`src/rtl/tt_um_unsigned_recombiner_pkg.sv`:
```
// Shared constants and state encoding for the unsigned dividend recombiner.
// The block rebuilds N = Q*D + R from a quotient, divisor and remainder.
package tt_um_unsigned_recombiner_pkg;

    localparam int OPW  = 4;
    localparam int RESW = 2 * OPW;

    localparam logic [RESW-1:0] ERR_VALUE    = 8'hFF;
    localparam logic [7:0]      UIO_OE_VALUE = 8'b1110_0000;

    typedef enum logic [1:0] {
        ST_IDLE = 2'd0,
        ST_MUL  = 2'd1,
        ST_ADD  = 2'd2,
        ST_DONE = 2'd3
    } state_t;

    // An operand triple is usable only when the remainder is strictly below a non-zero divisor.
    function automatic logic operandsValid(input logic [OPW-1:0] d, input logic [OPW-1:0] r);
        return (d != '0) && (r < d);
    endfunction

endpackage

```
`src/rtl/recomb_datapath.sv`:
```
// Operand capture, shift-add multiplier and the final remainder add.
// One partial product is accumulated per step, least significant quotient bit first.
module recomb_datapath
    import tt_um_unsigned_recombiner_pkg::*;
#(
    parameter int OPW = tt_um_unsigned_recombiner_pkg::OPW
) (
    input  logic               clk,
    input  logic               rst,
    input  logic               i_load,
    input  logic               i_step,
    input  logic [OPW-1:0]     i_q,
    input  logic [OPW-1:0]     i_d,
    input  logic [OPW-1:0]     i_r,
    output logic [2*OPW-1:0]   o_sum,
    output logic               o_last
);

    localparam int RW = 2 * OPW;
    localparam int CW = (OPW > 1) ? $clog2(OPW) : 1;

    logic [OPW-1:0] r_q;
    logic [OPW-1:0] r_d;
    logic [OPW-1:0] r_r;
    logic [RW-1:0]  r_acc;
    logic [CW-1:0]  r_cnt;

    logic [RW-1:0]  w_partial;

    // The step counter doubles as the quotient bit index and the divisor shift amount.
    always_comb begin
        w_partial = '0;
        if (r_q[r_cnt]) begin
            w_partial = {{OPW{1'b0}}, r_d} << r_cnt;
        end
    end

    always_ff @(posedge clk) begin
        if (rst) begin
            r_q   <= '0;
            r_d   <= '0;
            r_r   <= '0;
            r_acc <= '0;
            r_cnt <= '0;
        end else if (i_load) begin
            r_q   <= i_q;
            r_d   <= i_d;
            r_r   <= i_r;
            r_acc <= '0;
            r_cnt <= '0;
        end else if (i_step) begin
            r_acc <= r_acc + w_partial;
            r_cnt <= r_cnt + CW'(1);
        end
    end

    assign o_sum  = r_acc + {{OPW{1'b0}}, r_r};
    assign o_last = (r_cnt == CW'(OPW - 1));

endmodule

```
`src/rtl/tt_um_unsigned_recombiner.sv`:
```
// Top level: control FSM, operand validation, result registers and pin mapping.
// A start in IDLE captures Q/D/R; valid operands take MUL x4, ADD, DONE, invalid ones jump to DONE with err.
module tt_um_unsigned_recombiner
    import tt_um_unsigned_recombiner_pkg::*;
#(
    parameter int OPW = tt_um_unsigned_recombiner_pkg::OPW
) (
    input  logic       clk,
    input  logic       rst,
    input  logic       ena,
    input  logic [7:0] ui_in,
    input  logic [7:0] uio_in,
    output logic [7:0] uo_out,
    output logic [7:0] uio_out,
    output logic [7:0] uio_oe
);

    state_t r_state;
    state_t w_next;

    logic [2*OPW-1:0] r_result;
    logic             r_err;

    logic [OPW-1:0]   w_q;
    logic [OPW-1:0]   w_d;
    logic [OPW-1:0]   w_r;
    logic             w_start;
    logic             w_valid;
    logic             w_load;
    logic             w_step;
    logic             w_finishOk;
    logic             w_finishErr;
    logic [2*OPW-1:0] w_sum;
    logic             w_last;
    logic             w_unused;

    assign w_q      = ui_in[2*OPW-1:OPW];
    assign w_d      = ui_in[OPW-1:0];
    assign w_r      = uio_in[OPW-1:0];
    assign w_start  = uio_in[4];
    assign w_valid  = operandsValid(w_d, w_r);
    assign w_unused = &{1'b0, uio_in[7:5]};

    recomb_datapath #(
        .OPW (OPW)
    ) u_datapath (
        .clk    (clk),
        .rst    (rst),
        .i_load (w_load),
        .i_step (w_step),
        .i_q    (w_q),
        .i_d    (w_d),
        .i_r    (w_r),
        .o_sum  (w_sum),
        .o_last (w_last)
    );

    always_ff @(posedge clk) begin
        if (rst) begin
            r_state <= ST_IDLE;
        end else if (ena) begin
            r_state <= w_next;
        end
    end

    // Every datapath action is qualified by ena so a low enable freezes the whole block.
    always_comb begin
        w_next      = r_state;
        w_load      = 1'b0;
        w_step      = 1'b0;
        w_finishOk  = 1'b0;
        w_finishErr = 1'b0;
        if (ena) begin
            case (r_state)
                ST_IDLE: begin
                    if (w_start) begin
                        w_load = 1'b1;
                        if (w_valid) begin
                            w_next = ST_MUL;
                        end else begin
                            w_next      = ST_DONE;
                            w_finishErr = 1'b1;
                        end
                    end
                end
                ST_MUL: begin
                    w_step = 1'b1;
                    if (w_last) begin
                        w_next = ST_ADD;
                    end
                end
                ST_ADD: begin
                    w_next     = ST_DONE;
                    w_finishOk = 1'b1;
                end
                ST_DONE: begin
                    w_next = ST_IDLE;
                end
                default: begin
                    w_next = ST_IDLE;
                end
            endcase
        end
    end

    // The result is loaded on entry to DONE and then held until the next DONE.
    always_ff @(posedge clk) begin
        if (rst) begin
            r_result <= '0;
            r_err    <= 1'b0;
        end else if (w_finishErr) begin
            r_result <= ERR_VALUE;
            r_err    <= 1'b1;
        end else if (w_finishOk) begin
            r_result <= w_sum;
            r_err    <= 1'b0;
        end
    end

    assign uo_out  = r_result;
    assign uio_out = {r_err,
                      (r_state == ST_DONE),
                      (r_state == ST_MUL) || (r_state == ST_ADD),
                      5'b0_0000};
    assign uio_oe  = UIO_OE_VALUE;

endmodule

```
`config.mk`:
```
export PLATFORM = sky130hd
export DESIGN_NAME = tt_um_unsigned_recombiner
export DESIGN_NICKNAME = d
export VERILOG_FILES = /design/src/rtl/tt_um_unsigned_recombiner_pkg.sv /design/src/rtl/recomb_datapath.sv /design/src/rtl/tt_um_unsigned_recombiner.sv
export SDC_FILE = /design/constraint.sdc
export NUM_CORES = 1
export LEC_CHECK = 0
export ABC_CLOCK_PERIOD_IN_PS = 3200
export CELL_PAD_IN_SITES_DETAIL_PLACEMENT = 1
export CELL_PAD_IN_SITES_GLOBAL_PLACEMENT = 1
export CORE_MARGIN = 3
export CORE_UTILIZATION = 38
export CTS_CLUSTER_DIAMETER = 40
export DETAILED_ROUTE_END_ITERATION = 8
export GPL_TIMING_DRIVEN = 0
export PLACE_DENSITY_LB_ADDON = 0.1
export SLEW_MARGIN = 0
export SYNTH_ARGS = -nofsm -noshare
export SYNTH_HDL_FRONTEND = slang
export SYNTH_SLANG_ARGS = --single-unit
```
`constraint.sdc`:
```
create_clock -name clk -period 3.2 [get_ports clk]
set_input_delay 0.48 -clock clk [delete_from_list [all_inputs] [get_ports clk]]
set_output_delay 0.48 -clock clk [all_outputs]
set_load 0.03 [all_outputs]
```
# Yosys cells after proc, flatten, opt, wreduce, memory -nomap -nowiden
# Index checks and enable logic that the tools add are counted.
# totals
input_bits	19
out_inout_bits	24
reg_bits	33
# classes
n_shift	1
eq_ne	6
n_reduce_logical	7
magnitude_cmp	2
n_addsub	3
mux	22
# ops
operator	count
$mux 8	3
$mux 1	14
$add 8x4->8	1
$add 8x8->8	1
$pmux 2 s4	1
$shl 4x2->8	1
$eq 2x2->1 const B	3
$mux 2	3
$lt 4x4->1	1
$reduce_bool 4->1	1
$lt 2x3->1 const B	1
$reduce_and 3->1	1
$add 2x1->2 const B	1
$bmux 1 s2	1
$eq 2x1->1 const B	1
$logic_not 2->1	1
$ne 2x1->1 const B	1
$ne 2x2->1 const B	1
$reduce_bool 2->1	1
$reduce_or 2->1	1
$logic_and 1x1->1	1
$logic_or 1x1->1	1

# Longest topological paths before layout
# Gate-level depths: netlist of run 1.
# logic_depth
word_depth	7
ltp_mapped	10

# Hierarchy
# Synthesis of run 1 repeated with hierarchy kept, for this count alone.
# hier_totals
hier_cells	243
hier_area_um2	2202.1
# by_module_without_submodules
mod	area_each_um2	instances	cells_per_inst	seq_area_each_um2
recomb_datapath	1477.7	1	165	440.4
tt_um_unsigned_recombiner	724.4	1	78	220.2

# Worst setup path after synthesis of run 1
# No wires, ideal clock.
# synth_timing
path_kind	register to register
startpoint	register u_datapath.r_cnt[1]
endpoint	register u_datapath.r_acc[7]
arrival_ns	2.452
path_stages_with_launch	10
slack_ns	0.679
path_cell_list	dfxtp_1 -> clkbuf_1 -> mux4_2 -> and2_1 -> ha_1 -> o21ai_0 -> nor2_1 -> nor4b_1 -> or4_1 -> a21oi_1
# synth_between
elab_chain_len	4
# synth_rtl
element	line_no	source
start: declaration	recomb_datapath.sv:26	logic [CW-1:0] r_cnt;
start signal: assignment	recomb_datapath.sv:53	r_cnt <= r_cnt + CW'(1);
$bmux 1 s2	recomb_datapath.sv:33	if (r_q[r_cnt]) begin
$mux 1 (not written as such)	recomb_datapath.sv:33	
$mux 8 *	recomb_datapath.sv:33	
$add 8x8->8 *	recomb_datapath.sv:52	r_acc <= r_acc + w_partial;
end signal: assignment	recomb_datapath.sv:52	
end: declaration	recomb_datapath.sv:25	logic [RW-1:0] r_acc;
# Every way passes the cells marked *; elsewhere a longest branch is shown, timed or not. The select of a mux whose other input is x is not followed.
# A chain may end at the register's enable or synchronous reset.

# Final worst setup path of run 1
# Same ends and word-level chain as after synthesis.

==> results of run 1 <==
[where the power goes]
| part | internal (mW) | leakage (nW) | switching [mW] | total [mW] |
|---|---|---|---|---|
| registers | 0.438 | 0.269 | 0.0198 | 0.458 |
| clock network | 0.254 | 0.0585 | 0.166 | 0.420 |
| logic | 0.110 | 0.805 | 0.164 | 0.274 |
| total | 0.802 | 1.13 | 0.350 | 1.15 |
[worst max-delay path, delay by kind of cell, from the launching register on]
family	cells	cell delay (ps)
simple gates	4	910
mux	1	540
flops	1	380
buf+inv	1	350
fa+ha+maj	1	320
compound gates	2	260
[state kept, by name, summed over array words and instances (netlist names)]
signal,flops
uo_out,8
r_err,1
u_datapath.r_cnt,2
u_datapath.r_d,4
r_state,2
u_datapath.r_r,4
u_datapath.r_q,4
u_datapath.r_acc,8
[through the flow]
stage               cells  hold WS, ps  utilization (%)
floorplan             290          437                -
global placement      387          447             46.6
detailed placement    387          454             46.6
CTS                   395          464             48.7
global route          395          477             48.7
finish                395          464             48.7
[cell type report]
type	count	area (sq um)	share of cell area (%)
Buffer	26	153	5.62
Clock buffer	7	86.3	3.18
Clock inverter	1	30.0	1.11
Inverter	17	63.8	2.35
Multi-Input combinational cell	214	1380	50.9
Sequential cell	33	661	24.3
Tap cell	72	90.1	3.32
Timing Repair Buffer	25	250	9.22
[layout by cell type (no fill, tap or decap), drive strengths merged, types with 2 or more instances in the layout]
master / synthesis / routed
a21oi: 31 / 31
xnor2: 3 / 3
buf: 17 / 17
fa: 2 / 2
and4: 2 / 2
o31ai: 3 / 3
mux4: 2 / 2
nand3: 5 / 5
o21ai: 10 / 10
clkdlybuf4s50: 0 / 25
o211ai: 2 / 2
a31oi: 8 / 8
inv: 17 / 17
nor4b: 2 / 2
and2: 5 / 5
conb: 2 / 13
nor3: 3 / 3
mux2i: 3 / 3
or4: 2 / 2
nand2: 53 / 53
nand2b: 3 / 3
nand3b: 2 / 2
clkbuf: 9 / 16
dfxtp: 33 / 33
xor2: 4 / 4
a21o: 2 / 2
and3: 2 / 2
a211oi: 6 / 6
nor4: 2 / 2
ha: 20 / 20
nor2b: 3 / 3
nor2: 12 / 12
[final timing paths]
kind                                            end  slack, ps  depth (start not counted)
worst min-delay path                          r_err        460                          2
worst min register to register                r_err        460                          2
worst max register to register  u_datapath.r_acc[7]        360                          9
worst max-delay path            u_datapath.r_acc[7]        360                          9
[kinds of logic after synthesis]
kind of cell,count (synthesis),synth area share [%]
buffers and inverters,43,9.77
multiplexers,6,3.90
AND/OR/NAND/NOR,97,20.4
adder cells (fa/ha/maj),22,13.1
XOR/XNOR,7,2.77
flip-flops,33,29.8
AO/OA/AOI/OAI,69,19.9
other,2,0.339
[routing by layer]
metal	up-vias	GRT usage [%]
met1	953	23.3
met4	0	5.65
met5	-	0
met3	7	4.34
met2	51	31.1
li1	1027	-
==> run metrics, run 1 <==
Pre-Repair DR Iteration Count 4; Hold Crit Start r_err; ordered list of cells on the worst path clkbuf_1, mux4_2, and2_1, ha_1, o21ai_0, nor2_1, nor4b_1, or4_1, a21oi_1; I/O Buffers 25; share of the synthesized area in the top cell type 29.8%; fin crit period 2840 ps; nets 363; WP data arrival 3060 ps; WL/cell 14.7 microns; critical path fanouts, max 10; Fin Setup TNS 0 ps; routed length on met2 2.70 mm; Mapped Area 2220 sq um; final hold viol count 0; Max clock buf depth 2; largest net degree at the start of global routing 11; Synth area leaders dfxtp_1 30%, ha_1 11%, nand2_1 9.0%; count leader, synth nand2_1; post-synthesis register bit count 33; clk_skew 7.58 ps; Post-synth top cells 53 x nand2_1, 33 x dfxtp_1, 30 x a21oi_1; f_max 0.352 GHz; GRT Total Usage 18.5%; Starting Density 39.8%; Worst-path clk slew 70 ps; Starting DRT DRC Count 82; clk_lat worst skew 290 ps; post-CTS sizing 0; initial antenna violation count 0; CP max stage delay 540 ps; CTS tree yes; Detail Placement HPWL 4.61 mm; P&R area growth vs syn 22.5%; worst setup path startpoint u_datapath.r_cnt[1]; Antenna Violating Nets Remaining 0; DR top layer met4; Worst setup SP type register; vias per inst 5.16; status complete, no violations; die span in y 82.4 microns; # IOs 43; Post-Syn Instances 279; max-slew violations 0; total power 1.15 mW; WL final 5.83 mm; first-pass GRT wire length 9.56 mm; DRC Markers 0; cts bufs inserted 5; Worst-Margin Slew 527 ps; Seq/Total Area, Yosys 29.8%; ant diodes 0; Crit. End Element register; YS warnings 0; Rows 27; crit share post-route 88.7%; setup ws final 361 ps; Slew HR 64.9%; Yosys top cell by area dfxtp_1; Post-Layout Inst Area 2710 sq um; share of layout cells above drive strength 1 9.29%; Max VDD drop 201 uV; CP max-delay cell mux4_2; Die Wd 82.4 microns; worst slack at placement 360 ps; Placed Instance Area 2600 sq um; Die Footprint 6780 sq um; clock sinks 33; Setup Buffers After CTS 0; wl on met1 2.76 mm; Yosys cell types 46; grt ovf 0; hold_buf cts 0; number of H-tree levels 2; Top FF cell, synth dfxtp_1; Core Box Area 5570 sq um; setup violators final 0; leak pwr 1.13 nW; crit path kind register to register; RSZ-0062 raised after global routing no; vias post-DR 2038; Power Density 424 nW/um^2; metal3 WL 264 microns; Routability Congestion 0.778; max_cap viols 0; Hold Crit Class register to register; EDFF count, synth 0; clk root buf clkbuf_8; Syn Area/Cell 7.94 sq um; Post-synth ARST share 0%; vias in the first global route 2013; reg2reg start u_datapath.r_cnt[1]; CP Data Required Time 3420 ps; FILL cells 702
Note: power is estimated with default switching activity, not from simulation.
==> run 2, diff against run 1 <==
- CORE_MARGIN: 3 -> not set
- CORE_UTILIZATION: 38 -> 39
- SYNTH_HIERARCHICAL: not set -> 1
==> run metrics, run 2 <==
Detail Placement HPWL 3.99 mm (was 4.61 mm); vias per inst 5.19 (was 5.16); Seq/Total Area, Yosys 30.0% (was 29.8%); Antenna Violating Nets Remaining 0 (unchanged); FILL cells 636 (was 702); nets 328 (was 363); status complete, no violations (unchanged); Synth area leaders dfxtp_1 30%, ha_1 11%, mux2i_1 10% (was dfxtp_1 30%, ha_1 11%, nand2_1 9.0%); clock sinks 33 (unchanged); initial antenna violation count 0 (unchanged); Fin Setup TNS 0 ps (unchanged); cts bufs inserted 5 (unchanged); Top FF cell, synth dfxtp_1 (unchanged); hold_buf cts 0 (unchanged); critical path fanouts, max 10 (unchanged); most frequent cells in the layout 33 x dfxtp_1, 26 x clkdlybuf4s50_1, 24 x nor2_1 (was 53 x nand2_1, 33 x dfxtp_1, 30 x a21oi_1); most common cell after layout, fill and taps aside dfxtp_1 (was nand2_1); RSZ-0062 raised after global routing no (unchanged); number of H-tree levels 2 (unchanged); Syn Area/Cell 9.06 sq um (was 7.94 sq um); Slew HR 65.3% (was 64.9%); post-CTS sizing 0 (unchanged); worst slack at placement 676 ps (was 360 ps); fin crit period 2570 ps (was 2840 ps); leak pwr 1.19 nW (was 1.13 nW); YS warnings 6 (was 0); DRC Markers 0 (unchanged); Rows 26 (was 27); vias post-DR 1846 (was 2038); vias in the first global route 1930 (was 2013); grt ovf 0 (unchanged); crit share post-route 80.2% (was 88.7%); Starting Density 41.8% (was 39.8%); EDFF count, synth 0 (unchanged); # IOs 43 (unchanged); Yosys top cell by area dfxtp_1 (unchanged); final hold viol count 0 (unchanged); WL final 4.98 mm (was 5.83 mm); CTS tree yes (unchanged); max_cap viols 0 (unchanged); Hold Crit Class register to register (unchanged); die span in y 77.1 microns (was 82.4 microns); setup ws final 633 ps (was 361 ps); Die Wd 77.1 microns (was 82.4 microns); Pre-Repair DR Iteration Count 4 (unchanged); Worst setup SP type register (unchanged); crit path kind register to register (unchanged); Post-synth ARST share 0% (unchanged); Core Box Area 5270 sq um (was 5570 sq um); first-pass GRT wire length 8.70 mm (was 9.56 mm); Setup Buffers After CTS 0 (unchanged); clk root buf clkbuf_8 (unchanged); WL/cell 14.0 microns (was 14.7 microns); clk_skew 4.59 ps (was 7.58 ps); setup violators final 0 (unchanged); ant diodes 0 (unchanged); count leader, synth dfxtp_1 (was nand2_1); Yosys cell types 46 (unchanged); GRT Total Usage 18.3% (was 18.5%); Crit. End Element register (unchanged); Routability Congestion 0.785 (was 0.778); Worst-Margin Slew 519 ps (was 527 ps); CP Data Required Time 3430 ps (was 3420 ps); Max clock buf depth 2 (unchanged); WP data arrival 2800 ps (was 3060 ps); Worst-path clk slew 70 ps (about the same); largest net degree at the start of global routing 11 (unchanged); Power Density 374 nW/um^2 (was 424 nW/um^2); share of the synthesized area in the top cell type 30.0% (was 29.8%); Final Non-Filler Cells 356 (was 395); f_max 0.390 GHz (was 0.352 GHz); Mapped Area 2200 sq um (was 2220 sq um); Post-synth top cells 33 x dfxtp_1, 24 x nor2_1, 23 x mux2i_1 (was 53 x nand2_1, 33 x dfxtp_1, 30 x a21oi_1); I/O Buffers 26 (was 25); P&R area growth vs syn 21.0% (was 22.5%); share of layout cells above drive strength 1 13.3% (was 9.29%); Cells after DPL 350 (was 387); Die Footprint 5950 sq um (was 6780 sq um); post-synthesis register bit count 33 (unchanged); Max VDD drop 180 uV (was 201 uV); Post-Syn Instances 243 (was 279); max-slew violations 0 (unchanged); Starting DRT DRC Count 73 (was 82); clk_lat worst skew 280 ps (was 290 ps)
==> run 2: cell count changes after synthesis, moves of 7 or more <==
cell	change
nor2_1	+12
a21oi_1	-20
o21ai_0	+8
nand2_1	-45
clkbuf_1	-7
mux2i_1	+20
==> run 2: through the flow <==
| stage | total power, mW | instance area [sq um] | hold WS [ps] | utilization, % |
|---|---|---|---|---|
| floorplan | 0.634 | 2240 | 434 | - |
| global placement | 0.708 | 2590 | 445 | 49.2 |
| detailed placement | 0.716 | 2590 | 453 | 49.2 |
| CTS | 1.01 | 2670 | 464 | 50.6 |
| global route | 1.05 | 2670 | 498 | 50.6 |
| finish | 0.996 | 2670 | 460 | 50.6 |
==> run 2: path summary, 6_finish.rpt <==
kind                                     startpoint                   to  slack, ps  cells past startpoint
worst max register to register  u_datapath/r_cnt[0]  u_datapath/r_acc[4]        630                      9
worst min-delay path                          r_err                r_err        460                      2
worst max-delay path            u_datapath/r_cnt[0]  u_datapath/r_acc[4]        630                      9
worst min register to register                r_err                r_err        460                      2
==> run 2: power breakdown <==
part | total (mW) | internal [mW] | switching [mW]
logic | 0.250 | 0.111 | 0.139
registers | 0.455 | 0.435 | 0.0197
clock network | 0.291 | 0.143 | 0.148
==> run 2: final cells by class <==
type	count	area, sq um	area share (%)
Buffer	23	163	6.10
Clock buffer	5	68.8	2.58
Clock inverter	1	5.00	0.188
Inverter	17	63.8	2.39
Multi-Input combinational cell	181	1360	50.9
Sequential cell	33	661	24.8
Tap cell	70	87.6	3.29
Timing Repair Buffer	26	260	9.77
==> run 2: per-layer routing <==
layer,share of wire (%),global-route usage (%),wire length [microns],vias to the layer above
met4,1.2,6.79,61,0
met2,48,31.9,2380,32
li1,-,-,-,923
met5,0,0,0,-
met1,48,22.1,2390,884
met3,2.9,3.69,142,7
==> run 2: critical path: stages, from the launching register on <==
cell and delay, ps:
dfxtp_1 360, buf_2 200, nor4bb_1 280, ha_1 260
inv_1 70, fa_1 380, and2b_1 250, o21ai_0 110
a2111oi_0 430, a311o_2 170
==> run 2: cell families (layout without fill, tap and decap cells) <==
| kind of cell | Yosys count | in the layout | synth area share (%) |
|---|---|---|---|
| AO/OA/AOI/OAI | 52 | 52 | 16.3 |
| adder cells (fa/ha/maj) | 22 | 22 | 13.2 |
| multiplexers | 25 | 25 | 12.5 |
| buffers and inverters | 40 | 72 | 10.3 |
| other | 2 | 13 | 0.341 |
| XOR/XNOR | 6 | 6 | 2.39 |
| AND/OR/NAND/NOR | 63 | 63 | 15.1 |
| flip-flops | 33 | 33 | 30.0 |
